**config.mk**
```make
export PLATFORM = sky130hd
export DESIGN_NAME = link_constraint_solver
export DESIGN_NICKNAME = d
export VERILOG_FILES = /design/src/rtl/link_pkg.sv /design/src/rtl/fxp_mul.sv /design/src/rtl/link_constraint_solver.sv
export SDC_FILE = /design/constraint.sdc
export NUM_CORES = 2
export LEC_CHECK = 0
export ABC_AREA = 1
export BUFFER_PORTS_ARGS = -buffer_cell sky130_fd_sc_hd__clkbuf_2
export CAP_MARGIN = 20
export CORE_MARGIN = 5
export CORE_UTILIZATION = 48
export DETAILED_ROUTE_END_ITERATION = 16
export PLACE_DENSITY = 0.7
export SYNTH_ARGS = -nofsm -noshare
export SYNTH_HDL_FRONTEND = slang
export SYNTH_HIERARCHICAL = 1
export SYNTH_SLANG_ARGS = --single-unit
```
**constraint.sdc**
```tcl
create_clock -name clk -period 13.2 [get_ports clk]
set_input_delay 1.32 -clock clk [delete_from_list [all_inputs] [get_ports clk]]
set_output_delay 1.32 -clock clk [all_outputs]
set_load 0.1 [all_outputs]
```
**src/rtl/link_pkg.sv**
```systemverilog
// Shared fixed-point types, limits and FSM encoding for the rope link solver.
package link_pkg;

  localparam int FRAC_BITS = 12;
  localparam int FXP_W     = 32;

  typedef logic signed [FXP_W-1:0] fxp_t;

  localparam fxp_t FIX_ONE  = 32'sh0000_1000;
  localparam fxp_t CLAMP_HI = 32'sh0000_0400;
  localparam fxp_t CLAMP_LO = -32'sh0000_0400;

  typedef enum logic [2:0] {
    S_IDLE,
    S_DIFF,
    S_SQX,
    S_SQY,
    S_ERR,
    S_CX,
    S_CY,
    S_DONE
  } state_t;

endpackage

```
**src/rtl/fxp_mul.sv**
```systemverilog
// Combinational Q20.12 signed multiply: full 64-bit product, arithmetic shift, truncate.
module fxp_mul
  import link_pkg::*;
(
  input  fxp_t a_i,
  input  fxp_t b_i,
  output fxp_t p_o
);

  logic signed [2*FXP_W-1:0] full;

  always_comb begin
    full = a_i * b_i;
    p_o  = fxp_t'(full >>> FRAC_BITS);
  end

endmodule

```
**src/rtl/link_constraint_solver.sv**
```systemverilog
// Linearised distance-constraint solver for one rope link, one shared multiplier.
// Optional k clamping to [-0.25, +0.25] is enabled by defining LINK_CLAMP_EN.
module link_constraint_solver
  import link_pkg::*;
#(
  parameter logic [31:0] REST_LEN_SQ = 32'h0000_1000,
  parameter logic [31:0] INV_4L2     = 32'h0000_0400,
  parameter logic [31:0] TOL         = 32'h0000_0008
) (
  input  logic        clk,
  input  logic        reset,
  input  logic        req_valid,
  output logic        req_ready,
  input  logic        a_pinned,
  input  logic [31:0] ax,
  input  logic [31:0] ay,
  input  logic [31:0] bx,
  input  logic [31:0] by,
  output logic        resp_valid,
  input  logic        resp_ready,
  output logic [31:0] fix_ax,
  output logic [31:0] fix_ay,
  output logic [31:0] fix_bx,
  output logic [31:0] fix_by
);

  state_t state_q;
  fxp_t   ax_q, ay_q, bx_q, by_q;
  fxp_t   dx_q, dy_q, p_q, k_q, cx_q;
  fxp_t   fix_ax_q, fix_ay_q, fix_bx_q, fix_by_q;
  logic   pin_q;
  logic   resp_valid_q;

  fxp_t   mul_a_d, mul_b_d, mul_p;
  fxp_t   e_d, k_d;
  logic   dead_d;

  fxp_mul u_mul (
    .a_i(mul_a_d),
    .b_i(mul_b_d),
    .p_o(mul_p)
  );

  // p_q holds dx^2 after SQX and the full d^2 after SQY.
  always_comb begin
    e_d     = p_q - fxp_t'(REST_LEN_SQ);
    dead_d  = (e_d <= fxp_t'(TOL)) && (e_d >= -fxp_t'(TOL));
    mul_a_d = '0;
    mul_b_d = '0;
    case (state_q)
      S_SQX: begin mul_a_d = dx_q; mul_b_d = dx_q;                 end
      S_SQY: begin mul_a_d = dy_q; mul_b_d = dy_q;                 end
      S_ERR: begin mul_a_d = e_d;  mul_b_d = fxp_t'(INV_4L2);      end
      S_CX:  begin mul_a_d = k_q;  mul_b_d = dx_q;                 end
      S_CY:  begin mul_a_d = k_q;  mul_b_d = dy_q;                 end
      default: ;
    endcase

    k_d = dead_d ? '0 : mul_p;
    // A pinned node cannot share the correction, so B gets twice the step.
    if (pin_q) k_d = k_d <<< 1;
`ifdef LINK_CLAMP_EN
    if (k_d > CLAMP_HI)      k_d = CLAMP_HI;
    else if (k_d < CLAMP_LO) k_d = CLAMP_LO;
`endif
  end

  always_ff @(posedge clk or posedge reset) begin
    if (reset) begin
      state_q      <= S_IDLE;
      ax_q         <= '0;
      ay_q         <= '0;
      bx_q         <= '0;
      by_q         <= '0;
      pin_q        <= 1'b0;
      dx_q         <= '0;
      dy_q         <= '0;
      p_q          <= '0;
      k_q          <= '0;
      cx_q         <= '0;
      fix_ax_q     <= '0;
      fix_ay_q     <= '0;
      fix_bx_q     <= '0;
      fix_by_q     <= '0;
      resp_valid_q <= 1'b0;
    end else begin
      case (state_q)
        S_IDLE: if (req_valid) begin
          ax_q    <= ax;
          ay_q    <= ay;
          bx_q    <= bx;
          by_q    <= by;
          pin_q   <= a_pinned;
          state_q <= S_DIFF;
        end
        S_DIFF: begin
          dx_q    <= bx_q - ax_q;
          dy_q    <= by_q - ay_q;
          state_q <= S_SQX;
        end
        S_SQX: begin
          p_q     <= mul_p;
          state_q <= S_SQY;
        end
        S_SQY: begin
          p_q     <= p_q + mul_p;
          state_q <= S_ERR;
        end
        S_ERR: begin
          k_q     <= k_d;
          state_q <= S_CX;
        end
        S_CX: begin
          cx_q    <= mul_p;
          state_q <= S_CY;
        end
        S_CY: begin
          fix_ax_q     <= pin_q ? ax_q : ax_q + cx_q;
          fix_ay_q     <= pin_q ? ay_q : ay_q + mul_p;
          fix_bx_q     <= bx_q - cx_q;
          fix_by_q     <= by_q - mul_p;
          resp_valid_q <= 1'b1;
          state_q      <= S_DONE;
        end
        S_DONE: if (resp_ready) begin
          resp_valid_q <= 1'b0;
          state_q      <= S_IDLE;
        end
        default: state_q <= S_IDLE;
      endcase
    end
  end

  assign req_ready  = (state_q == S_IDLE);
  assign resp_valid = resp_valid_q;
  assign fix_ax     = fix_ax_q;
  assign fix_ay     = fix_ay_q;
  assign fix_bx     = fix_bx_q;
  assign fix_by     = fix_by_q;

endmodule

```
==> results.py <==
metrics = {
    "die": {
        "start_util_pct": 48.2,
        "fp.dieH_um": 362,
        "coreArea_um2": 123000,
        "die_w_um": 362,
        "io_pins": 263,
        "num_rows": 129,
        "die_area_um2": 131000,
    },
    "final_layout": {
        "fin_nets": 9524,
        "post_route_cells_drive_above_1_share_pct": 8.49,
        "regArea_um2": 10500,
        "n_fill_cell": 12100,
        "syn2layout_area_growth_pct": 8.88,
        "multi_input_area_um2": 41000,
        "fin_area_um2": 64700,
    },
    "setup_path": {
        "worst-setup-path-type": "register to register",
        "worstPathMaxFanout": 32,
        "critPathSlowestCell": "nor4_1",
        "crit_path_end_kind": "register",
        "reg2reg_depth": 41,
        "cp_data_arrival_time_ps": 12810,
        "r2r-end": "fix_by[31]$_DFFE_PP0P_",
        "path_common_cell": "fa_1",
        "worst-r2r-setup-slack_ps": 900,
        "cp-start-kind": "register",
        "critPathMaxStageDelay_ps": 630,
        "crit_required_ps": 13710,
        "regToRegStartpoint": "state_q[1]$_DFFE_PP0P_",
    },
    "drt": {
        "dr.pass1.iters": 7,
        "drt-vias-per-instance": 5.53,
        "routed_wl_um": 232000,
        "wl_per_cell_um": 23.3,
        "drc_errors": 0,
        "drtAntennaViolNets": 0,
        "via_count": 54900,
        "drtIter0Drc": 4834,
    },
    "timing": {
        "final.period_utilization_pct": 93.2,
        "finClkSkew_ps": 51.4,
        "tightest_slew_ps": 1130,
        "setup-violations-final": 0,
        "rsz0062_at_grt": "false",
        "final_hold_viol_count": 0,
        "period_minus_slack_ps": 12300,
        "slew_viol_final": 0,
        "fmaxAchievable_mhz": 81.3,
        "relSlewSlack_pct": 24.4,
        "setup_tns_ps": 0,
    },
    "min_path": {
        "hold_path_end": "fix_ax[13]$_DFFE_PP0P_",
        "hold_start": "fix_ax[13]$_DFFE_PP0P_",
        "hold_class": "register to register",
        "min_path_cells": 2,
    },
    "synthesis": {
        "async_flop_share_pct": 100,
        "synth_edf_count": 0,
        "synth-compound-area-share_pct": 11.2,
        "synthFlopType": "dfrtp_1",
        "postSynthCellCount": 8114,
        "yosys_warnings": 6,
        "synthSimpleGateAreaFrac_pct": 20.6,
        "syn_avg_cell_area_um2": 7.32,
        "synth_cell_type_count": 62,
        "seq_area_frac_synth_pct": 17.7,
        "synthAdderAreaFrac_pct": 33.4,
        "synthXorXnorAreaFrac_pct": 2.10,
        "ys_ff_latch": 421,
        "synth_top_family_by_area": "adder cells",
        "synth_area_um2": 59400,
        "synthMuxAreaShare_pct": 1.21,
        "synth_fp_nets": 9382,
    },
    "clock_network": {
        "cts_buffers": 49,
        "root_buffer": "clkbuf_16",
        "clk_latency_ps": 650,
        "clock-sinks": 421,
        "clk_path_buf_depth": 3,
        "clk_pin_slew_ps": 70,
        "cts_tree": "built",
        "h-tree-depth": 2,
        "cts_setup_buffers": 0,
        "ctsResizeCount": 0,
        "cts_hold_buf": 0,
    },
    "global_routing": {
        "grt_max_degree": 145,
        "antenna_found_initial": 9,
        "grt_overflow_total": 0,
        "grt_pass1_wl_um": 351000,
        "track_usage_pct": 35.2,
        "grt_pass1_vias": 57100,
    },
    "placement": {
        "gp_congestion": 1.05,
        "dpl_cell_area_um2": 62900,
        "portBuffers": 262,
        "dp_hpwl_um": 193000,
    },
    "flow_run": {
        "maxCapViolCount": 0,
    },
    "outcome": {
        "status": "completed",
    },
}
==> metrics by stage <==
stage / cells / setup slack [ps] / hold slack, ps / utilization, %
after floorplan: 8114 / 160 / 449 / -
after global placement: 9839 / 753 / 466 / 51.0
after detailed placement: 9841 / 1240 / 467 / 51.0
after CTS: 9931 / 1160 / 486 / 52.4
after global routing: 9932 / 545 / 510 / 52.4
final: 9937 / 899 / 484 / 52.4
==> area by class of cell <==
class / instances / share of cell area, %
Antenna cell: 5 / 0.0193
Inverter: 1861 / 10.8
Timing Repair Buffer: 391 / 3.56
Multi-Input combinational cell: 5532 / 63.4
Sequential cell: 421 / 16.3
Clock inverter: 32 / 0.720
Clock buffer: 58 / 2.01
Tap cell: 1637 / 3.17
==> Yosys cell counts, types with 92 or more instances <==
library cell	number	share of area, %
a21oi_1	446	3.8
nand3_1	269	2.3
nand4_1	92	0.97
inv_1	1833	12
nor2_1	520	3.3
fa_1	752	25
dfrtp_1	421	18
xor2_1	99	1.5
nand2_1	1964	12
o21ai_0	460	3.9
ha_1	383	8.1
clkbuf_1	251	1.6
==> logic make-up (layout without fill, tap and decap cells) <==
| logic type | count (synthesis) | after routing |
|---|---|---|
| muxes | 64 | 64 |
| buffers and inverters | 2161 | 2342 |
| xor gates and xnor gates | 141 | 141 |
| AOI/OAI and AO/OA | 1191 | 1191 |
| and+or+nand+nor | 3001 | 3001 |
| DFF | 421 | 421 |
| other | 0 | 5 |
| adders and majority gates | 1135 | 1135 |
==> how the worst max path moves through the flow <==
stage	from	to	cells after the start
floorplan	reset	ax_q[0]$_DFFE_PP0P_	1
global placement	state_q[0]$_DFFE_PP0P_	fix_by[25]$_DFFE_PP0P_	40
detailed placement	state_q[1]$_DFFE_PP0P_	fix_by[31]$_DFFE_PP0P_	41
CTS	state_q[1]$_DFFE_PP0P_	p_q[21]$_DFFE_PP0P_	40
global route	state_q[1]$_DFFE_PP0P_	fix_by[31]$_DFFE_PP0P_	42
finish	state_q[1]$_DFFE_PP0P_	fix_by[31]$_DFFE_PP0P_	41
==> cell usage in the layout (no fill, tap or decap), types with 262 or more instances in the layout <==
cell	Yosys	routed
nand2_1	1964	1960
inv_1	1833	1830
fa_1	752	752
nor2_1	520	514
a21oi_1	446	446
o21ai_0	460	441
dfrtp_1	421	420
ha_1	383	383
nand3_1	269	269
clkbuf_2	0	262
==> layer usage <==
layer  global-route usage [%]  up-vias  wire [um]
met4                     18.6       12      14900
met3                     7.06      601      18900
met2                     57.9     2439     107000
met1                     44.1    26800      90400
li1                         -    25100          -
met5                        0        -         93
==> worst max-delay path, delay by kind of cell, from the launching register on <==
kind,cells,cell delay [ps]
adder cells (fa/ha/maj),11,5190
AND/OR/NAND/NOR,11,2760
buffers and inverters,11,1940
AO/OA/AOI/OAI,7,1650
flip-flops,1,380
XOR/XNOR,1,170
==> sequential cells by signal (all words and copies together) (netlist names) <==
signal      count
fix_by         32
by_q           32
ay_q           32
pin_q           1
fix_ax         32
dy_q           32
dx_q           32
fix_ay         32
cx_q           32
p_q            32
state_q         3
bx_q           32
k_q            32
resp_valid      1
ax_q           32
fix_bx         32
Power is left out: the tool's default activity adds up to more than one toggle a clock period on the data nets, which glitch-free logic cannot reach.
